$ cat src/rtl/fadd_issue.sv
// fadd_issue: issue/collect stage around the 2-stage pipelined fadd adder with credit-based issue and an in-order result FIFO
//   clk, rst          : clock, synchronous active-high reset
//   in_valid/in_ready : request handshake; in_op 0 = add, 1 = sub; in_a/in_b IEEE-754 single; in_tag opaque tag
//   fadd_x1/fadd_x2   : operands to fadd (zero when no request is accepted)
//   fadd_y/fadd_ovf   : fadd result, valid LAT edges after its operands
//   out_valid/out_ready, out_data, out_ovf, out_tag : head of the result FIFO
//   FSUB_EN           : when defined, in_op = 1 negates B; otherwise in_op is ignored
module fadd_issue #(
  parameter int TAG_W = 5,
  parameter int LAT   = 2,
  parameter int DEPTH = 4
) (
  input  logic             clk,
  input  logic             rst,
  input  logic             in_valid,
  output logic             in_ready,
  input  logic             in_op,
  input  logic [31:0]      in_a,
  input  logic [31:0]      in_b,
  input  logic [TAG_W-1:0] in_tag,
  output logic [31:0]      fadd_x1,
  output logic [31:0]      fadd_x2,
  input  logic [31:0]      fadd_y,
  input  logic             fadd_ovf,
  output logic             out_valid,
  input  logic             out_ready,
  output logic [31:0]      out_data,
  output logic             out_ovf,
  output logic [TAG_W-1:0] out_tag
);
  localparam int AW = $clog2(DEPTH);
  localparam int CW = AW + 1;
  logic             w_fire;
  logic             w_push;
  logic             w_pop;
  logic [31:0]      w_b_eff;
  logic [31:0]      w_used;
  logic [LAT-1:0]   r_pv;
  logic [TAG_W-1:0] r_pt [LAT];
  logic [31:0]      r_my [DEPTH];
  logic [DEPTH-1:0] r_mo;
  logic [TAG_W-1:0] r_mt [DEPTH];
  logic [AW-1:0]    r_wp;
  logic [AW-1:0]    r_rp;
  logic [CW-1:0]    r_count;
`ifdef FSUB_EN
  assign w_b_eff = in_op ? {~in_b[31], in_b[30:0]} : in_b;
`else
  logic w_unused_op;
  assign w_unused_op = in_op;
  assign w_b_eff = in_b;
`endif
  // fadd cannot stall, so every op in flight already owns a FIFO slot
  always_comb begin
    w_used = 32'(r_count);
    for (int k = 0; k < LAT; k++) w_used = w_used + 32'(r_pv[k]);
  end
  assign in_ready = !rst && (w_used < 32'(DEPTH));
  assign w_fire   = in_valid && in_ready;
  assign fadd_x1  = w_fire ? in_a : '0;
  assign fadd_x2  = w_fire ? w_b_eff : '0;
  // tail of this shift register lines up with fadd_y/fadd_ovf
  always_ff @(posedge clk) begin
    if (rst) r_pv <= '0;
    else begin
      r_pv[0] <= w_fire;
      for (int k = 1; k < LAT; k++) r_pv[k] <= r_pv[k-1];
    end
    r_pt[0] <= in_tag;
    for (int k = 1; k < LAT; k++) r_pt[k] <= r_pt[k-1];
  end
  assign w_push = r_pv[LAT-1];
  assign w_pop  = out_valid && out_ready;
  always_ff @(posedge clk) begin
    if (rst) begin
      r_wp    <= '0;
      r_rp    <= '0;
      r_count <= '0;
      r_mo    <= '0;
      for (int i = 0; i < DEPTH; i++) begin
        r_my[i] <= '0;
        r_mt[i] <= '0;
      end
    end else begin
      if (w_push) begin
        r_my[r_wp] <= fadd_y;
        r_mo[r_wp] <= fadd_ovf;
        r_mt[r_wp] <= r_pt[LAT-1];
        r_wp       <= r_wp + 1'b1;
      end
      if (w_pop) r_rp <= r_rp + 1'b1;
      r_count <= r_count + CW'(w_push) - CW'(w_pop);
    end
  end
  assign out_valid = r_count != '0;
  assign out_data  = r_my[r_rp];
  assign out_ovf   = r_mo[r_rp];
  assign out_tag   = r_mt[r_rp];
endmodule

$ cat config.mk
export PLATFORM = sky130hd
export DESIGN_NAME = fadd_issue
export DESIGN_NICKNAME = d
export VERILOG_FILES = /design/src/rtl/fadd_issue.sv
export SDC_FILE = /design/constraint.sdc
export NUM_CORES = 1
export LEC_CHECK = 0
export CAP_MARGIN = 20
export CORE_MARGIN = 4
export CORE_UTILIZATION = 30
export DETAILED_ROUTE_END_ITERATION = 12
export GPL_TIMING_DRIVEN = 0
export PLACE_DENSITY = 0.55
export SYNTH_ARGS = -nofsm -noshare
export SYNTH_HDL_FRONTEND = slang
export SYNTH_SLANG_ARGS = --single-unit
$ cat constraint.sdc
create_clock -name clk -period 2.1 [get_ports clk]
set_input_delay 0.21 -clock clk [delete_from_list [all_inputs] [get_ports clk]]
set_output_delay 0.21 -clock clk [all_outputs]
set_load 0.01 [all_outputs]
Word level (Yosys, flattened, before mapping)
Memory sizes are Yosys's and may differ from the RTL's. A register that Yosys moved wholly into a read port is not among the register bits. Index checks and enable logic that the tools add are counted.

Logic and storage cells: 48. Output and inout port bits: 104. Input port bits: 107. Memories: 3. Memory bits (writable): 158. Bits in registers: 13.

Memories: r_my (words 4, bits a word 32, rd ports 1, clocked after Yosys merged registers in 1, wr ports 4, line 40) `logic [31:0] r_my [DEPTH];`; r_mt (words 4, bits a word 5, rd ports 1, clocked after Yosys merged registers in 1, wr ports 4, line 42) `logic [TAG_W-1:0] r_mt [DEPTH];`; r_pt (words 2, bits a word 5, rd ports 2, clocked after Yosys merged registers in 0, wr ports 2, line 39) `logic [TAG_W-1:0] r_pt [LAT];`.

Reductions and logical operators: 8. Mux-type cells: 22. Order comparisons: 4. $add $sub $neg: 6.

Operators by type and width (count): $mux W32 (3); $reduce_or A32 Y1 (1); $mux W2 (6); $mux W1 (9); $lt A2 B3 Y1 const B (2); $add A4 B1 Y5 (1); $lt A5 B3 Y1 const B (1); $mux W5 (1); $reduce_or A5 Y1 (1); $add A2 B1 Y2 const B (2); $add A3 B1 Y4 (1); $bwmux W4 (1); $logic_and A1 B1 Y1 (4); $add A3 B1 Y3 (1); $reduce_bool A3 Y1 (1); $sub A3 B1 Y3 (1); $bmux W1 S2 (1); $demux W1 S2 (1); $ge A2 B1 Y1 const B (1); $logic_not A1 Y1 (1).

Depth between registers and ports, before layout
Gate-level depths: netlist of run 1.

Depth in word-level cells: 6. Mapped depth: 7. Gate-level depth less buffers: 7.

Least setup slack after synthesis of run 1
OpenSTA, ideal clock, no wires.

Path type: register to register. Start: reg r_count[1]. End: reg r_count[2]. Buffers on the path: 0. Stages on the path, launching flop included: 8. Library setup time: 0.128 ns. Arrival time: 1.694 ns. Setup slack: 0.279 ns. Period minus slack after synthesis: 1.821 ns. Data required time: 1.972 ns. Cells stage by stage: dfxtp_1 > o31a_1 > ha_1 > inv_1 > ha_1 > fa_1 > xor2_1 > nor2_1.

Longest elaborated chain between the ends: 3. Elaborated cells on any way between the ends: 4. Those cells by class: 2 x add/sub; 2 x reduce/logical.

Ends and longest elaborated chain: start: declaration (line 45) `logic [CW-1:0] r_count;`; start signal: assignment (line 92) `r_count <= r_count + CW'(w_push) - CW'(w_pop);`; $reduce_bool A3 Y1 (line 95) `assign out_valid = r_count != '0;`; $logic_and A1 B1 Y1 (line 73) `assign w_pop = out_valid && out_ready;`; net w_pop (line 35) `logic w_pop;`; $sub A3 B1 Y3 (line 92).

The timed path passes the listed nets, and every way through them passes these cells. A chain may end at the register's enable or synchronous reset.

Worst setup path after layout of run 1
Start: reg r_pv[1]. End: out in_ready.

Longest elaborated chain between the ends: 3.

Ends and longest elaborated chain: start: declaration (line 38) `logic [LAT-1:0] r_pv;`; start signal: assignment (line 64) `if (rst) r_pv <= '0;`; $add A4 B1 Y5 (line 56) `for (int k = 0; k < LAT; k++) w_used = w_used + 32'(r_pv[k]);`; $lt A5 B3 Y1 (line 58) `assign in_ready = !rst && (w_used < 32'(DEPTH));`; $logic_and A1 B1 Y1 (line 58); end: declaration (line 16) `output logic in_ready,`.

Every way passes these cells.

==> results by group, run 1 <==
Run status
  – Status: finished, violations left
  – Failing checks: setup timing

Synthesis
  – Gate Count Post-Synth: about 600
  – Synth unique cells: 31
  – Synthesized Nets: slightly above 700
  – Area leader, netlist: edfxtp_1
  – Adder-cell share of the synthesized area: between 1 and 1.5%
  – Synthesis Warnings: 0
  – Compound-Gate Fraction of Synth Area: 0.735%
  – Post-Synth Simple-Gate Area: between 20% and 30%
  – Sequential element share of the synthesized area: between 60% and 70%
  – Post-Synthesis Cell Area: 8170 um2
  – Share of the synthesized area in the top cell type: a little over half
  – Largest family of logic cells by synthesized area: simple AND/OR/NAND/NOR gates
  – Post-synthesis mux area share: 10.6%
  – XOR/XNOR share of the synthesized area: less than 1%
  – Synth area leaders: edfxtp_1, and2_1, mux4_2, dfxtp_1, nor3_2
  – Post-Syn Area per Cell: roughly 14 um2
  – Synth Register Bits: 173

Cells and area
  – Layout Utilization: between 40 and 50%
  – Layout cells sized above 1: around a third
  – Footprint of the multi-input gates: ~3100 um2
  – Nets: 989
  – Fillers: between 2000 and 3000
  – Reg area: 4950 um2
  – Area Overhead vs Synth: 46.0%

Clocking
  – H-tree depth: 4
  – TritonCTS clock tree: yes
  – Clock Path Buffers: 2
  – CTS buffer count: 17
  – Clock Tree Root: clkbuf_16
  – Clock Pin Slew Worst Setup and Hold Paths: around 0.070 ns
  – Hold-fix buffers at CTS: 0
  – Clk sinks: 173
  – Skew-Pair Late Insertion Delay: ~0.42 ns

Placed design
  – Pre-CTS setup slack: -0.617 ns
  – DP HPWL: around 15 mm
  – GPL Wtd Cong: 0.737
  – Port bufs: between 200 and 250

Route
  – Via count: roughly 5700
  – Drt drc: 0
  – Routed Antenna Nets: 0
  – DRT iter0 DRCs: 297
  – First-pass DRT Iterations: 4
  – Vias per cell: 4.61
  – Detailed Route WL: around 22 mm
  – Wire per inst: 18.0 um

Global routing
  – Initial antenna violation count: 0
  – Largest net degree at the start of global routing: 24
  – Global-route wire length before repair: ~34 mm
  – Aggregate global routing overflow: 0
  – Vias in the first global route: approximately 6000
  – GRT Util Overall: ~15%

Worst setup path
  – CP Class: reg2out
  – Critical path launch point type: register
  – Reg2Reg Depth: 8
  – Crit Path Max Fanout: 7
  – CP Data Required Time: 1.89 ns
  – Worst Path Arrival: 2.11 ns
  – CP endpoint kind: primary output

Job
  – Max-cap viol count: 0

Hold path
  – Worst min-delay path class: in2reg
  – Worst Hold Depth: 1

STA
  – Final setup TNS: -9.40 ns
  – Fin. max-slew vios: 0
  – Max-Slew Margin vs Limit: 64.6%
  – Final hold vios: 0
  – Worst clock skew: just over 0.009 ns
  – Peak Freq: 0.432 GHz
  – Fin crit share: 110%
  – RSZ-0062 raised after global routing: yes
  – Setup violators final: 65
  – Worst setup margin: -0.217 ns
  – Final Critical Period: between 2 and 2.5 ns
  – Worst Max-Slew Pin Slew: around 0.53 ns

Die
  – Initial Util: 30.4%
  – Die Area: between 20000 and 30000 um2
  – Die width: roughly 170 um
  – Rows: 60
  – I/O pins: 211
  – Chip Height: about 170 um
  – Core outline area: 26900 um2

Power and ir drop
  – LEAKAGE: between 0.004 and 0.005 uW
  – Pwr dens: between 800 and 900 nW/um2
  – Design Power: between 10000 and 15000 uW
  – Worst IR Drop VDD: between 500 and 600 uV
-- flip-flops by register name, indices dropped and copies added, names as in the netlist, named ones only --
register	count
r_mt	20
r_count	3
r_rp	2
r_wp	2
r_pv	2
r_my	128
r_mo	4
r_pt	10
-- synthesized netlist by cell type, drive strengths merged --
cell    number
and2       148
edfxtp     148
nand2       72
nor3        69
mux4        38
buf         26
dfxtp       25
clkbuf      22
ha           8
nor2         7
inv          6
a21oi        5
nor2b        5
nand3        4
or2          3
o31a         2
xnor2        2
xor2         2
a31o         1
fa           1
mux2i        1
nand2b       1
nor3b        1
o311ai       1
or3          1
-- placed cells by master, fill, tap and decap left out, drive strengths merged, types with 2 or more instances in the layout --
master	synthesis	layout
a21oi	5	5
and2	148	148
buf	26	135
clkbuf	22	47
clkdlybuf4s15	0	28
clkdlybuf4s50	0	107
clkinv	0	4
clkinvlp	0	5
dfxtp	25	25
dlygate4sd2	0	2
edfxtp	148	148
ha	8	8
inv	6	11
mux4	38	38
nand2	72	72
nand3	4	4
nor2	7	7
nor2b	5	5
nor3	69	69
o31a	2	2
or2	3	5
xnor2	2	2
xor2	2	2
-- cells by family (layout without fill, tap and decap cells) --
| logic type | Yosys count | after routing |
|---|---|---|
| and+or+nand+nor | 311 | 313 |
| DFF | 173 | 173 |
| buffers and inverters | 54 | 339 |
| muxes | 39 | 39 |
| adders and majority gates | 9 | 9 |
| AOI/OAI and AO/OA | 9 | 9 |
| xor gates and xnor gates | 4 | 4 |
| other | 0 | 1 |
-- stage by stage --
step / hold slack [ns] / instance area, um2 / cells
after detailed placement: 0.318 / 10700 / 1151
after global routing: 0.203 / 11900 / 1227
after CTS: 0.201 / 11600 / 1210
final: 0.219 / 11900 / 1228
after global placement: 0.312 / 10700 / 1149
after floorplan: 0.238 / 8170 / 599
-- path summary, 6_finish.rpt --
kind | startpoint | endpoint | slack (ns)
setup / recovery | r_pv[1] | in_ready | -0.22
hold / removal | in_tag[0] | r_pt[0][0] | 0.22
setup reg to reg | r_count[0] | r_count[2] | 0.10
hold reg to reg | r_pt[0][0] | r_pt[0][5] | 0.33
-- per-layer routing --
metal | wire length, um | global-route usage (%) | part of all wire [%]
met1 | 9060 | 17.4 | 41
met2 | 11300 | 26.3 | 51
met4 | 187 | 2.89 | 0.85
met5 | 0 | 0 | 0
met3 | 1540 | 4.35 | 7.0
-- report_power, final --
part           switching, uW  total, uW  internal (uW)
clock                   1410       3010           1590
sequential              93.5       4020           3930
combinational           1490       3520           2030
-- what timing repair did --
action                                  in CTS  in global routing
gates cloned                                 6                  0
resized for setup                          435                 61
hold endpoints to repair                     0                  0
endpoints found under the setup margin     218                164
pin swaps                                   17                  3
buffers inserted                            21                 20
-- cell type report --
cell class	count	share of cell area (%)
flip-flops and latches	173	41.5
multi-input cells	374	26.3
repair buffers	253	20.1
clock buffers	18	3.68
well taps	341	3.58
plain buffers	48	3.48
clock inverters	14	1.12
inverters	6	0.189
diodes	1	0.0210
-- critical path, stage by stage, from the launching register on --
cell	delay (ns)
dfxtp_4	0.35
ha_4	0.25
a21oi_2	0.05
o31a_1	0.30
buf_8	0.18
buf_16	0.15
buf_4	0.13
nor3_2	0.09
buf_4	0.16
(Power assumes the default switching activity.)
==> run 2, diff against run 1 <==
--- a/config.mk
+++ b/config.mk
@@ -7,10 +7,10 @@
 export LEC_CHECK = 0
 export CAP_MARGIN = 20
 export CORE_MARGIN = 4
-export CORE_UTILIZATION = 30
+export CORE_UTILIZATION = 45
 export DETAILED_ROUTE_END_ITERATION = 12
 export GPL_TIMING_DRIVEN = 0
-export PLACE_DENSITY = 0.55
+export PLACE_DENSITY = 0.76
 export SYNTH_ARGS = -nofsm -noshare
 export SYNTH_HDL_FRONTEND = slang
 export SYNTH_SLANG_ARGS = --single-unit
==> run 2 against run 1 <==
  * The run still ends with setup timing left
  * Clock skew fell by 0.00080 ns
  * Global-route usage rose by 7.9 points
  * Core utilization rose by 21 points
  * Critical path depth fell by 1
  * Maximum frequency fell by 0.34%
  * Die area fell by 32%
  * Critical path type unchanged
  * Largest cell class unchanged
  * Highest routed layer unchanged
==> results by group, run 2 (synthesis results as in run 1) <==
Hold path
  – Worst Hold Depth: 1 (unchanged)
  – Worst min-delay path class: in2reg (unchanged)

Global routing
  – Initial antenna violation count: 0 (unchanged)
  – GRT met2 Usage: 41.7% (was 26.3%)
  – Vias in the first global route: 6264 (was 6023)
  – Aggregate global routing overflow: 0 (unchanged)
  – Most used routing layer: met2 (unchanged)
  – Global-route wire length before repair: 34.0 mm (was 33.8 mm)
  – Met3 GRT Util: 5.76% (was 4.35%)
  – GRT Util Overall: 22.5% (was 14.6%)
  – M1 GR Usage: 23.7% (was 17.4%)
  – Largest net degree at the start of global routing: 38 (was 24)

Die
  – Die width: 143 um (was 173 um)
  – Core outline area: 17900 um2 (was 26900 um2)
  – Die Area: 20400 um2 (was 29900 um2)
  – Initial Util: 45.6% (was 30.4%)
  – I/O pins: 211 (unchanged)
  – Rows: 49 (was 60)
  – Chip Height: 143 um (was 173 um)

Power and ir drop
  – Pwr dens: 882 nW/um2 (was 884 nW/um2)
  – Design Power: 10300 uW (was 10500 uW)
  – Worst IR Drop VDD: 627 uV (was 508 uV)
  – LEAKAGE: 0.00461 uW (was 0.00459 uW)

Cells and area
  – Antenna cells: 0 (was 1)
  – Max reg flops: 128 (unchanged)
  – Commonest cells after routing, fill and taps aside: and2_1, edfxtp_1, clkdlybuf4s50_1 (unchanged)
  – Layout cells sized above 1: 34.1% (was 35.3%)
  – Largest Register: r_my (unchanged)
  – Layout Utilization: 65.2% (was 44.4%)
  – Area Overhead vs Synth: 42.8% (was 46.0%)
  – Nets: 978 (was 989)
  – Fillers: 1321 (was 2560)
  – Biggest regs: r_my (128), r_mt (20), r_pt (10) (unchanged)

STA
  – Setup violators final: 65 (unchanged)
  – Peak Freq: 0.430 GHz (was 0.432 GHz)
  – Worst setup margin: -0.225 ns (was -0.217 ns)
  – Final Critical Period: 2.32 ns (about the same)
  – Fin. max-slew vios: 0 (unchanged)
  – RSZ-0062 raised after global routing: yes (unchanged)
  – Worst clock skew: 0.00830 ns (was 0.00910 ns)
  – Final setup TNS: -8.81 ns (was -9.40 ns)
  – Worst Max-Slew Pin Slew: 0.528 ns (was 0.532 ns)
  – Final hold vios: 0 (unchanged)
  – Fin crit share: 111% (was 110%)
  – Max-Slew Margin vs Limit: 64.8% (was 64.6%)

Worst setup path
  – Worst Path Arrival: 2.11 ns (about the same)
  – Worst r2r dst: r_count[2] (unchanged)
  – CP Data Required Time: 1.89 ns (about the same)
  – Critical path launch point type: register (unchanged)
  – CP Class: reg2out (unchanged)
  – Crit Path Max Fanout: 8 (was 7)
  – Reg2Reg Depth: 8 (unchanged)
  – Setup crit start: r_pv[1] (unchanged)
  – Worst Setup EP: fadd_x2[30] (was in_ready)
  – Reg2Reg Setup Slack: 0.11 ns (was 0.10 ns)
  – CP endpoint kind: primary output (unchanged)
  – R2r startpoint: r_count[0] (unchanged)

Route
  – Drt drc: 0 (unchanged)
  – Routed Antenna Nets: 0 (unchanged)
  – Vias per cell: 5.24 (was 4.61)
  – Via count: 5788 (was 5656)
  – Detailed Route WL: 23.4 mm (was 22.1 mm)
  – Wire per inst: 21.2 um (was 18.0 um)
  – First-pass DRT Iterations: 4 (unchanged)
  – DRT iter0 DRCs: 338 (was 297)

Job
  – Max-cap viol count: 0 (unchanged)

Clocking
  – Clock Pin Slew Worst Setup and Hold Paths: 0.07 ns (about the same)
  – TritonCTS clock tree: yes (unchanged)
  – Clk sinks: 173 (unchanged)
  – Hold-fix buffers at CTS: 0 (unchanged)
  – H-tree depth: 4 (unchanged)
  – Clock Tree Root: clkbuf_16 (unchanged)
  – CTS buffer count: 17 (unchanged)
  – Clock Path Buffers: 2 (unchanged)
  – Skew-Pair Late Insertion Delay: 0.42 ns (about the same)

Run status
  – Status: finished, violations left (unchanged)
  – Failing checks: setup timing (unchanged)

Placed design
  – DP HPWL: 15.9 mm (was 14.8 mm)
  – GPL Wtd Cong: 0.905 (was 0.737)
  – Port bufs: 209 (unchanged)
==> run 2: worst min path at each step <==
stage / slack, ns / from / endpoint
2_1_floorplan: 0.24 / in_tag[0] / r_pt[0][0]
3_3_place_gp: 0.31 / r_pt[0][2] / r_pt[0][7]
3_5_place_dp: 0.32 / r_pt[0][0] / r_pt[0][5]
4_1_cts: 0.22 / in_tag[2] / r_pt[0][2]
5_1_grt: 0.23 / in_tag[2] / r_pt[0][2]
6_report: 0.23 / in_tag[2] / r_pt[0][2]
==> run 2: what timing repair did <==
item / in CTS / in global routing
gates cloned: 4 / 8
hold endpoints to repair: 0 / 0
setup endpoints to repair: 213 / 197
setup buffers: 13 / 11
gates resized for setup: 416 / 86
pin swaps: 23 / 9
==> run 2: per-stage QoR <==
step	cells	hold WS (ns)	setup slack (ns)	cell area, um2
6_report	1104	0.228	-0.225	11700
5_1_grt	1104	0.225	-0.300	11700
4_1_cts	1087	0.220	-0.339	11400
3_5_place_dp	1038	0.319	-0.778	10600
3_3_place_gp	1037	0.315	-0.781	10500
2_1_floorplan	599	0.238	0.279	8170
==> run 2: layout make-up <==
type / instances / area (um2) / area share (%)
clock buffers: 20 / 458 / 3.92
inverters: 6 / 22.5 / 0.193
plain buffers: 47 / 443 / 3.80
multi-input cells: 375 / 3220 / 27.6
flip-flops and latches: 173 / 4960 / 42.5
clock inverters: 12 / 128 / 1.09
well taps: 229 / 287 / 2.46
repair buffers: 242 / 2150 / 18.4
==> run 2: power breakdown <==
group | switching, uW | total [uW] | internal (uW)
clock | 1320 | 3060 | 1740
sequential | 113 | 4050 | 3940
combinational | 1450 | 3180 | 1730
==> run 2: layer usage <==
metal	part of all wire, %	wire length, um	vias up
li1	-	-	2671
met3	7.8	1820	33
met1	34	7850	2841
met5	0	0	-
met4	4.1	967	0
met2	55	12800	243
==> run 2: critical path, cell delays in order, from the launching register on <==
cell and delay [ns]:
dfxtp_4 0.35, ha_4 0.26, a21oi_4 0.05, o31a_1 0.30, buf_6 0.18, buf_12 0.14, nor3_4 0.22, buf_2 0.19
